### src/rtl/add_scheduler.sv
// add_scheduler: shares one NIB_W-bit carry-lookahead adder between two
// requesters. Each DATA_W-bit add runs as a chain of NIB_W-bit passes,
// starting with the low nibble. The carry is rippled from one pass to the next.
// Build option: define ARB_RR_EN for round-robin arbitration. Without it,
// arbitration is fixed priority and req0 wins every simultaneous request.
module add_scheduler #(
    parameter int DATA_W  = 8,
    parameter int NIB_W   = 4,
    parameter int TIMEOUT = 15
) (
    input  logic              clk,
    input  logic              reset,
    input  logic              req0,
    input  logic [DATA_W-1:0] a0,
    input  logic [DATA_W-1:0] b0,
    input  logic              cin0,
    input  logic              req1,
    input  logic [DATA_W-1:0] a1,
    input  logic [DATA_W-1:0] b1,
    input  logic              cin1,
    output logic              done0,
    output logic              done1,
    output logic [DATA_W-1:0] res,
    output logic              cout,
    output logic              err,
    output logic              busy,
    output logic              add_en,
    output logic              add_c_in,
    output logic [NIB_W-1:0]  add_A,
    output logic [NIB_W-1:0]  add_B,
    input  logic              add_ready,
    input  logic [NIB_W-1:0]  add_out,
    input  logic              add_cout
);

    localparam int NUM_NIB = DATA_W / NIB_W;
    localparam int IDX_W   = (NUM_NIB > 1) ? $clog2(NUM_NIB) : 1;
    localparam int CNT_W   = (TIMEOUT > 1) ? $clog2(TIMEOUT) : 1;
    localparam logic [IDX_W-1:0] LAST_IDX = IDX_W'(NUM_NIB - 1);
    localparam logic [CNT_W-1:0] CNT_LAST = CNT_W'(TIMEOUT - 1);

    typedef enum logic [2:0] {
        IDLE  = 3'd0,
        ISSUE = 3'd1,
        GAP   = 3'd2,
        DONE  = 3'd3,
        ABORT = 3'd4
    } state_t;

    state_t            state;
    logic              id;        // requester that owns the current operation
    logic [DATA_W-1:0] a_lat;
    logic [DATA_W-1:0] b_lat;
    logic [DATA_W-1:0] sum;       // result nibbles collected so far
    logic              carry;
    logic [IDX_W-1:0]  idx;
    logic [IDX_W-1:0]  idx_inc;
    logic [CNT_W-1:0]  cnt;       // ISSUE cycles spent waiting for add_ready
    logic              grant1;
    logic [DATA_W-1:0] win_a;
    logic [DATA_W-1:0] win_b;
    logic              win_cin;
`ifdef ARB_RR_EN
    logic              last_id;
`endif

    // Pick the winning requester from the requests currently pending
    always_comb begin
`ifdef ARB_RR_EN
        grant1 = req1 && (!req0 || !last_id);
`else
        grant1 = req1 && !req0;
`endif
    end

    assign win_a   = grant1 ? a1 : a0;
    assign win_b   = grant1 ? b1 : b0;
    assign win_cin = grant1 ? cin1 : cin0;
    assign idx_inc = idx + 1'b1;
    assign busy    = (state != IDLE);

    // Sequencer: every output below is loaded on the edge that enters its state
    always_ff @(posedge clk) begin
        // NOTE: state registers use non-blocking (<=) so every read in this block sees pre-edge values.
        if (reset) begin
            state    <= IDLE;
            id       <= 1'b0;
            a_lat    <= '0;
            b_lat    <= '0;
            sum      <= '0;
            carry    <= 1'b0;
            idx      <= '0;
            cnt      <= '0;
            done0    <= 1'b0;
            done1    <= 1'b0;
            res      <= '0;
            cout     <= 1'b0;
            err      <= 1'b0;
            add_en   <= 1'b0;
            add_c_in <= 1'b0;
            add_A    <= '0;
            add_B    <= '0;
`ifdef ARB_RR_EN
            last_id  <= 1'b1;   // makes requester 0 win the first tie
`endif
        end else begin
            case (state)
                IDLE: begin
                    if (req0 || req1) begin
                        id       <= grant1;
                        a_lat    <= win_a;
                        b_lat    <= win_b;
                        idx      <= '0;
                        cnt      <= '0;
                        add_en   <= 1'b1;
                        add_A    <= win_a[NIB_W-1:0];
                        add_B    <= win_b[NIB_W-1:0];
                        add_c_in <= win_cin;
                        state    <= ISSUE;
`ifdef ARB_RR_EN
                        last_id  <= grant1;
`endif
                    end
                end
                ISSUE: begin
                    if (add_ready) begin
                        sum[int'(idx) * NIB_W +: NIB_W] <= add_out;
                        carry  <= add_cout;
                        add_en <= 1'b0;
                        cnt    <= '0;
                        state  <= GAP;
                    end else if (cnt == CNT_LAST) begin
                        // The adder never answered: discard the partial sum and report the error
                        add_en <= 1'b0;
                        res    <= '0;
                        cout   <= 1'b0;
                        err    <= 1'b1;
                        done0  <= !id;
                        done1  <= id;
                        state  <= ABORT;
                    end else begin
                        cnt <= cnt + 1'b1;
                    end
                end
                GAP: begin
                    if (idx == LAST_IDX) begin
                        res   <= sum;
                        cout  <= carry;
                        err   <= 1'b0;
                        done0 <= !id;
                        done1 <= id;
                        state <= DONE;
                    end else begin
                        idx      <= idx_inc;
                        add_en   <= 1'b1;
                        add_A    <= a_lat[int'(idx_inc) * NIB_W +: NIB_W];
                        add_B    <= b_lat[int'(idx_inc) * NIB_W +: NIB_W];
                        add_c_in <= carry;
                        state    <= ISSUE;
                    end
                end
                DONE, ABORT: begin
                    done0 <= 1'b0;
                    done1 <= 1'b0;
                    state <= IDLE;
                end
                default: state <= IDLE;
            endcase
        end
    end

endmodule

### config.mk
export PLATFORM = sky130hd
export DESIGN_NAME = add_scheduler
export DESIGN_NICKNAME = d
export VERILOG_FILES = /design/src/rtl/add_scheduler.sv
export SDC_FILE = /design/constraint.sdc
export NUM_CORES = 1
export LEC_CHECK = 0
export BUFFER_PORTS_ARGS = -buffer_cell sky130_fd_sc_hd__buf_2
export CAP_MARGIN = 40
export CORE_UTILIZATION = 53
export DETAILED_ROUTE_END_ITERATION = 7
export HOLD_SLACK_MARGIN = 0.05
export PLACE_DENSITY = 0.89
export SKIP_CTS_REPAIR_TIMING = 1
export SLEW_MARGIN = 20
export SYNTH_ARGS = -nofsm -noshare
export SYNTH_HDL_FRONTEND = slang
export SYNTH_SLANG_ARGS = --single-unit
### constraint.sdc
create_clock -name clk -period 4.4 [get_ports clk]
set_input_delay 0.88 -clock clk [delete_from_list [all_inputs] [get_ports clk]]
set_output_delay 0.88 -clock clk [all_outputs]
set_load 0.01 [all_outputs]
After elaboration in Yosys (flattened, before gate mapping)
Cells that the tools add are included.
Storage, ports and cells
  register bits after elaboration: 56
  input bits: 44
  output and inout port bits: 23
  word-level logic and storage cells: 106
Cells by class
  add/subtract/negate cells: 3
  equality and inequality tests: 12
  shift operators: 4
  muxes and demuxes: 49
  reduce and logical (&&, ||, !) cells: 21
Operator list (count)
  8-bit 2-to-1 mux: 5
  3-bit negation with 33-bit output: 1
  4-bit by 33-bit variable shift with 8-bit output (first input constant): 1
  4-bit by 33-bit indexed part select with 8-bit output: 1
  4-bit 2-to-1 mux: 7
  4-bit case mux with 2 select lines: 3
  1-bit 2-to-1 mux: 20
  8-bit case mux with 2 select lines: 1
  8-bit by 4-bit indexed part select with 4-bit output: 2
  4-bit AND reduction: 3
  2-bit != test (second input constant): 5
  3-bit 2-to-1 mux: 3
  1-bit case mux with 3 select lines: 3
  3-bit case mux with 3 select lines: 1
  3-bit nonzero test: 3
  8-bit bitwise mux: 1
  1-bit case mux with 2 select lines: 4
  2-bit AND reduction: 4
  3-bit by 2-bit == test with 1-bit output (second input constant): 2
  3-bit != test (second input constant): 2
  3-bit AND reduction: 2
  2-bit nonzero test: 3
  4-bit by 1-bit adder with 4-bit output (second input constant): 1
  4-bit == test (second input constant): 1
  other kinds (9): 10

Depth between registers and ports, before layout
Gate-level depths: netlist of the first run.
  word-level depth: 5
  mapped depth: 7
  mapped depth without buffers: 6

Least setup slack after synthesis of the first run
OpenSTA, ideal clock, no wires.
  path kind: input to register
  start: input add_ready
  end: register cnt[1]
  library setup time: 0.070 ns
  arrival: 1.931 ns
  path slack: 2.398 ns
  stages: 4
  cell sequence: and4b_4 > a2111o_1 > or3_1 > a21oi_1
Between the ends
  word-level cells in the longest chain between the ends: 2
  elaborated cells on any way between the ends: 4
  classes of those cells: eq/ne (1); mux (2); reduce/logical (1)
Ends and longest elaborated chain
  start: declaration: RTL line 31  | input logic add_ready,
  3-bit != test (no source line) / 4-bit 2-to-1 mux (equally long branches)
  3-bit AND reduction (no source line) / 4-bit case mux with 2 select lines (equally long branches)
  end signal: assignment: RTL line 142  | cnt <= cnt + 1'b1;
  end: declaration: RTL line 58  | logic [CNT_W-1:0] cnt;
Several ways; a longest one is shown, not always the timed one.
A chain may end at the register's enable or synchronous reset.

Final worst setup path of the first run
  start: register state[2]
  end: output busy
Between the ends
  word-level cells in the longest chain between the ends: 1
Ends and longest elaborated chain
  start: declaration: RTL line 50  | state_t state;
  start signal: assignment: RTL line 86  | state <= IDLE;
  start signal: assignment: RTL line 119  | state <= ISSUE;
  start signal: assignment: RTL line 131  | state <= GAP;
  3-bit nonzero test: RTL line 80  | assign busy = (state != IDLE);
  end: declaration: RTL line 26  | output logic busy,
No other way between the ends.

==> flow_metrics.py, run 1 <==
metrics = {
    "run_status": {
        "status": "complete, no violations",
    },
    "logic_synthesis": {
        "ys_seq_area_frac": 0.457,
        "synthArstFlopShare": 0,
        "yosysWarnings": 0,
        "syn_area_mm2": 0.00210,
        "synth_edf_count": 0,
        "synth_most_common_cell": "dfxtp_1",
        "synthTopCellsByArea": "dfxtp_1 (46%), mux2i_1 (7.6%), a21oi_1 (5.7%)",
        "synth_common_cells": "dfxtp_1 (48), a21oi_1 (24), nor2_1 (22), nand2_1 (19), mux2i_1 (16)",
        "synth.distinct_cells": 38,
        "synth_top_area_frac": 0.457,
        "ys.flop_type": "dfxtp_1",
        "ys_ff_latch": 48,
        "netlist_instances": 228,
        "yosysTopAreaCell": "dfxtp_1",
        "syn_nets": 274,
        "syn_avg_cell_area_um2": 9.22,
    },
    "cells_and_area": {
        "fill_cells": 307,
        "drive_gt1_frac": 0.297,
        "area_delta_synth_final_pct": 19.7,
        "nNetsFinal": 332,
        "diodes": 0,
        "finalNonFillerCells": 334,
    },
    "hold_path": {
        "min_path_type": "reg -> reg",
        "holdPathStages": 1,
        "hp-start": "sum[2]",
        "worstHoldEndpoint": "res[2]",
    },
    "placed_design": {
        "globalplace.congestion": 0.892,
        "port_buffers": 66,
        "dp_cells": 326,
        "detailed_place_hpwl_mm": 3.11,
    },
    "route": {
        "num_vias": 1833,
        "via_per_inst": 5.49,
        "drt_first_pass_iters": 4,
        "ant_nets": 0,
        "avgRoutedWirePerCell_um": 13.3,
        "dr.first_iter.drc_count": 96,
        "drc": 0,
        "wirelength_mm": 4.44,
    },
    "cts": {
        "clkLatencyLatePin_ns": 0.30,
        "numCtsBuffers": 5,
        "cts_buffer_depth": 2,
        "numClockSinks": 48,
        "htree_levels": 2,
        "cts_tree": "built",
        "cts-root-buf": "clkbuf_8",
        "clk_pin_slew_worst_paths_ns": 0.08,
    },
    "timing": {
        "finalSetupViolCount": 0,
        "rsz0062_at_grt": "false",
        "skew_ns": 0.00292,
        "worst_slew_pin_slew_ns": 0.724,
        "period_share": 0.483,
        "fin_tns_setup_ns": 0,
        "period_minus_slack_ns": 2.13,
        "hold_viol_final": 0,
        "max_freq_ghz": 0.470,
        "maxSlewViolCount": 0,
        "relSlewSlack": 0.517,
    },
    "setup_path": {
        "arrival_ns": 1.25,
        "reg2reg_setup_slack_ns": 2.45,
        "cp-end-kind": "primary output",
        "cpPeakStageDelay_ns": 0.43,
        "cp.required_ns": 3.52,
        "r2r_start": "cnt[0]",
        "worstPathCellList": "nor3_2 > inv_1 > buf_2",
        "critical_path_class": "reg -> out",
        "cp_max_fo": 10,
        "r2r_cells": 6,
        "slowest_stage": "dfxtp_1",
        "start_kind": "register",
        "r2r_end": "res[4]",
    },
    "run": {
        "maxCapViolCount": 0,
    },
    "floorplan": {
        "dieArea_mm2": 0.00422,
        "initial_utilization": 0.561,
        "core-area_mm2": 0.00374,
        "die_h_um": 65.0,
        "die_w_um": 65.0,
        "rows": 22,
        "ioPinCount": 67,
    },
    "power": {
        "ir_drop_uv": 220,
        "power.leakage_uw": 0.00117,
        "power.density_mw_per_mm2": 335,
    },
    "global_routing": {
        "grt_pass1_vias": 1631,
        "antenna_found_initial": 0,
        "grt_usage": 0.215,
        "grt-ovfl-total": 0,
        "grt_pass1_wl_mm": 6.99,
        "grt_max_degree": 44,
    },
}
worst max path at each step:
stage	from	end	cells past startpoint
floorplan	add_ready	cnt[1]	4
global placement	req0	add_A[0]	5
detailed placement	req0	add_A[0]	5
CTS	req0	add_A[0]	5
global route	state[2]	busy	3
finish	state[2]	busy	3
registers in the layout, indices dropped and copies added (netlist names):
register  count
done1         1
a_lat         4
add_A         4
idx           1
add_B         4
id            1
sum           8
cnt           4
carry         1
state         3
add_en        1
add_c_in      1
res           8
done0         1
cout          1
b_lat         4
err           1
routing by layer:
metal / track usage / wire length (µm)
met1: 0.254 / 1990
met3: 0.0423 / 253
met5: 0 / 0
met2: 0.370 / 2160
met4: 0.100 / 34
report_power, final:
group	total [µW]	switching [µW]	internal (µW)
Sequential	472	16.0	456
Combinational	120	64.4	55.6
Clock	251	144	108
Total	844	224	620
cells by family after synthesis:
logic type | synth area share
multiplexers | 0.103
adder cells (fa/ha/maj) | 0.0119
AND/OR/NAND/NOR | 0.160
flip-flops | 0.457
AO/OA/AOI/OAI | 0.219
buffers and inverters | 0.0488
worst max-delay path, delay by kind of cell (launching register included):
family,cells,cell delay [ns]
flip-flops,1,0.43
AND/OR/NAND/NOR,1,0.32
buffers and inverters,2,0.20
stage by stage:
| stage | power (µW) | util | hold slack, ns | setup slack [ns] | cell area (µm²) |
|---|---|---|---|---|---|
| after floorplan | 559 | - | 0.436 | 2.40 | 2100 |
| after global placement | 597 | 0.646 | 0.444 | 1.98 | 2420 |
| after detailed placement | 600 | 0.646 | 0.448 | 1.94 | 2420 |
| after CTS | 845 | 0.668 | 0.463 | 2.27 | 2500 |
| after global routing | 883 | 0.672 | 0.481 | 2.18 | 2520 |
| final | 844 | 0.672 | 0.465 | 2.27 | 2520 |
layout by cell type (no fill, tap or decap), drive strengths merged, types with 6 or more instances in the layout:
master and n:
mux2i 16, a211oi 10, a22oi 6, dfxtp 48, nand2 19, a22o 9, o21ai 6, nor2 23
inv 6, a21oi 24, buf 68
cell type report:
type,instances,area (µm²),area share
multi-input combinational,157,1040,0.413
timing repair buffer,68,353,0.140
sequential,48,961,0.382
clock buffer,5,68.8,0.0273
clock inverter,2,12.5,0.00497
inverter,6,22.5,0.00895
tap,48,60.1,0.0239
No activity file was read; power rests on OpenSTA's default activity.
==> run 2: changes to the inputs <==
- ABC_AREA: not set -> 1
- CORE_UTILIZATION: 53 -> 45
- PLACE_DENSITY: 0.89 -> 0.8
- clock period: 4.4 -> 1.9 ns (I/O delays scaled with it)
==> run 2 against run 1 <==
Clock skew down 0.00053 ns. Non-clock buffer count up 1. Largest power group unchanged. Flip-flop and latch count unchanged. Largest cell class unchanged. Hold slack worse by 0.13 ns. Routed wire length up 7.7%. Clock-buffer cell count up 1. Sequential power up 140%. Cell count up 27%. Utilization down 9.0 points. Setup slack worse by 2.0 ns. Clock power up 150%.
==> flow_metrics.py, run 2 <==
metrics = {
    "run_status": {
        "status": "complete, no violations",
    },
    "power": {
        "power.density_mw_per_mm2": 813,
        "comb_power_share": 0.186,
        "power.share.clock": 0.289,
        "seq_power_share": 0.526,
        "ir_drop_uv": 477,
        "intPower_uw": 1520,
        "power.leakage_uw": 0.00124,
        "p_sw_uw": 613,
        "switching_share": 0.288,
    },
    "timing": {
        "period_share": 0.831,
        "hold_viol_final": 0,
        "rsz0062_at_grt": "false",
        "max_freq_ghz": 0.634,
        "period_minus_slack_ns": 1.58,
        "finalSetupViolCount": 0,
        "maxSlewViolCount": 0,
        "skew_ns": 0.00239,
        "fin_tns_setup_ns": 0,
        "relSlewSlack": 0.696,
        "setup_ws_ns": 0.322,
        "worst_slew_pin_slew_ns": 0.456,
    },
    "cells_and_area": {
        "fill_cells": 443,
        "final_cell_mix": "nand2_1 (89), buf_2 (66), dfxtp_1 (48), a21oi_1 (31), inv_1 (26)",
        "top_regs": "res: 8 flops, sum: 8 flops",
        "final_common_cell": "nand2_1",
        "drive_gt1_frac": 0.239,
        "nNetsFinal": 418,
        "area_delta_synth_final_pct": 20.6,
        "diodes": 0,
    },
    "logic_synthesis": {
        "netlist_instances": 308,
        "yosysTopAreaCell": "dfxtp_1",
        "synth_top_area_frac": 0.442,
        "yosysWarnings": 0,
        "ys.flop_type": "dfxtp_1",
        "syn_area_mm2": 0.00217,
        "ys_seq_area_frac": 0.442,
        "synthTopCellsByArea": "dfxtp_1 (44%), nand2_1 (15%), a21oi_1 (7.1%)",
        "synthArstFlopShare": 0,
        "ys_ff_latch": 48,
        "syn_nets": 354,
        "syn_avg_cell_area_um2": 7.06,
        "synth.distinct_cells": 28,
        "synth_edf_count": 0,
        "synth_common_cells": "nand2_1 (89), dfxtp_1 (48), a21oi_1 (31), inv_1 (26), o21ai_0 (24)",
        "synth_most_common_cell": "nand2_1",
    },
    "placed_design": {
        "port_buffers": 66,
        "detailed_place_hpwl_mm": 3.54,
        "globalplace.congestion": 0.843,
        "place_ws_ns": 0.177,
    },
    "setup_path": {
        "cp-end-kind": "register",
        "critical_path_class": "reg -> reg",
        "worst-path-buf-inv": 1,
        "cp_max_fo": 19,
        "path_depth": 5,
        "worstPathCellList": "nor2_4 > nand3_2 > clkinv_1 > o21ai_0 > a31oi_1",
        "cp.required_ns": 2.07,
        "arrival_ns": 1.75,
        "cpPeakStageDelay_ns": 0.42,
        "start_kind": "register",
        "crit_family": "flip-flops",
        "r2r_cells": 5,
        "slowest_stage": "dfxtp_1",
    },
    "hold_path": {
        "holdPathStages": 3,
        "min_path_type": "in -> reg",
    },
    "global_routing": {
        "grt_pass1_wl_mm": 8.33,
        "grt_usage": 0.204,
        "antenna_found_initial": 0,
        "grt-ovfl-total": 0,
        "grt_max_degree": 31,
        "grt_pass1_vias": 1961,
    },
    "floorplan": {
        "die_w_um": 71.5,
        "dieArea_mm2": 0.00511,
        "die_h_um": 71.5,
        "initial_utilization": 0.483,
        "core-area_mm2": 0.00450,
        "ioPinCount": 67,
        "rows": 24,
    },
    "route": {
        "via_per_inst": 5.00,
        "drt_first_pass_iters": 4,
        "dr.first_iter.drc_count": 105,
        "num_vias": 2126,
        "drc": 0,
        "wirelength_mm": 4.78,
        "ant_nets": 0,
        "avgRoutedWirePerCell_um": 11.3,
    },
    "cts": {
        "htree_levels": 2,
        "clkLatencyLatePin_ns": 0.30,
        "clk_pin_slew_worst_paths_ns": 0.08,
        "numCtsBuffers": 5,
        "cts_tree": "built",
        "numClockSinks": 48,
        "cts_buffer_depth": 2,
        "cts-root-buf": "clkbuf_8",
    },
    "run": {
        "maxCapViolCount": 0,
    },
}
## run 2: cell count changes in the layout (fill, tap and decap cells not counted), moves of 9 or more
cell and change:
nand2_1 +70, inv_1 +20, o21ai_0 +18, mux2i_1 -16
nand3_1 +14, a31oi_1 +11, a211oi_1 -10, a22o_1 -9
## run 2: worst register-to-register path, stage by stage (launching register included)
cell	delay, ns
dfxtp_1	0.42
nor2_4	0.09
nand3_2	0.16
clkinv_1	0.39
o21ai_0	0.34
a31oi_1	0.06
## run 2: power groups by stage
stage	Sequential [µW]	Combinational (µW)	Clock, µW
2_1_floorplan	1150	261	0
3_3_place_gp	1140	386	0
3_5_place_dp	1140	395	0
4_1_cts	1120	397	632
5_1_grt	1130	452	676
6_report	1120	396	615
## run 2: stage by stage
step / total power, µW / utilization / std cells / hold WS, ns / cell area, µm²
after floorplan: 1410 / - / 308 / 0.441 / 2170
after global placement: 1530 / 0.562 / 417 / 0.447 / 2530
after detailed placement: 1540 / 0.562 / 417 / 0.451 / 2530
after CTS: 2150 / 0.582 / 425 / 0.330 / 2620
after global routing: 2260 / 0.582 / 425 / 0.341 / 2620
final: 2130 / 0.582 / 425 / 0.337 / 2620
## run 2: kinds of logic after synthesis
kind of cell / Yosys count / synth area share
simple gates: 143 / 0.282
compound gates: 71 / 0.175
xor+xnor: 2 / 0.00806
buf+inv: 42 / 0.0817
fa+ha+maj: 2 / 0.0115
flops: 48 / 0.442
## run 2: routing by layer
layer  global-route usage  vias up  wire length, µm
met5                    0        -                0
met4               0.0806        0               66
met3               0.0380        5              297
met2                0.332       72             2150
met1                0.269      923             2270
li1                     -     1126                -
## run 2: layout make-up
type                    instances  area (µm²)  share of cell area
multi-input cells             218        1040               0.395
flip-flops and latches         48         961               0.366
repair buffers                 69         353               0.135
inverters                      30         115              0.0439
clock buffers                   6        82.6              0.0315
well taps                      52        65.1              0.0248
clock inverters                 2        10.0             0.00382
## run 2: worst paths after layout
kind	from	endpoint	slack (ns)
worst min register to register	res[3]	res[3]	0.46
worst min-delay path	a0[4]	a_lat[4]	0.34
worst max-delay path	state[2]	b_lat[7]	0.32
worst max register to register	state[2]	b_lat[7]	0.32
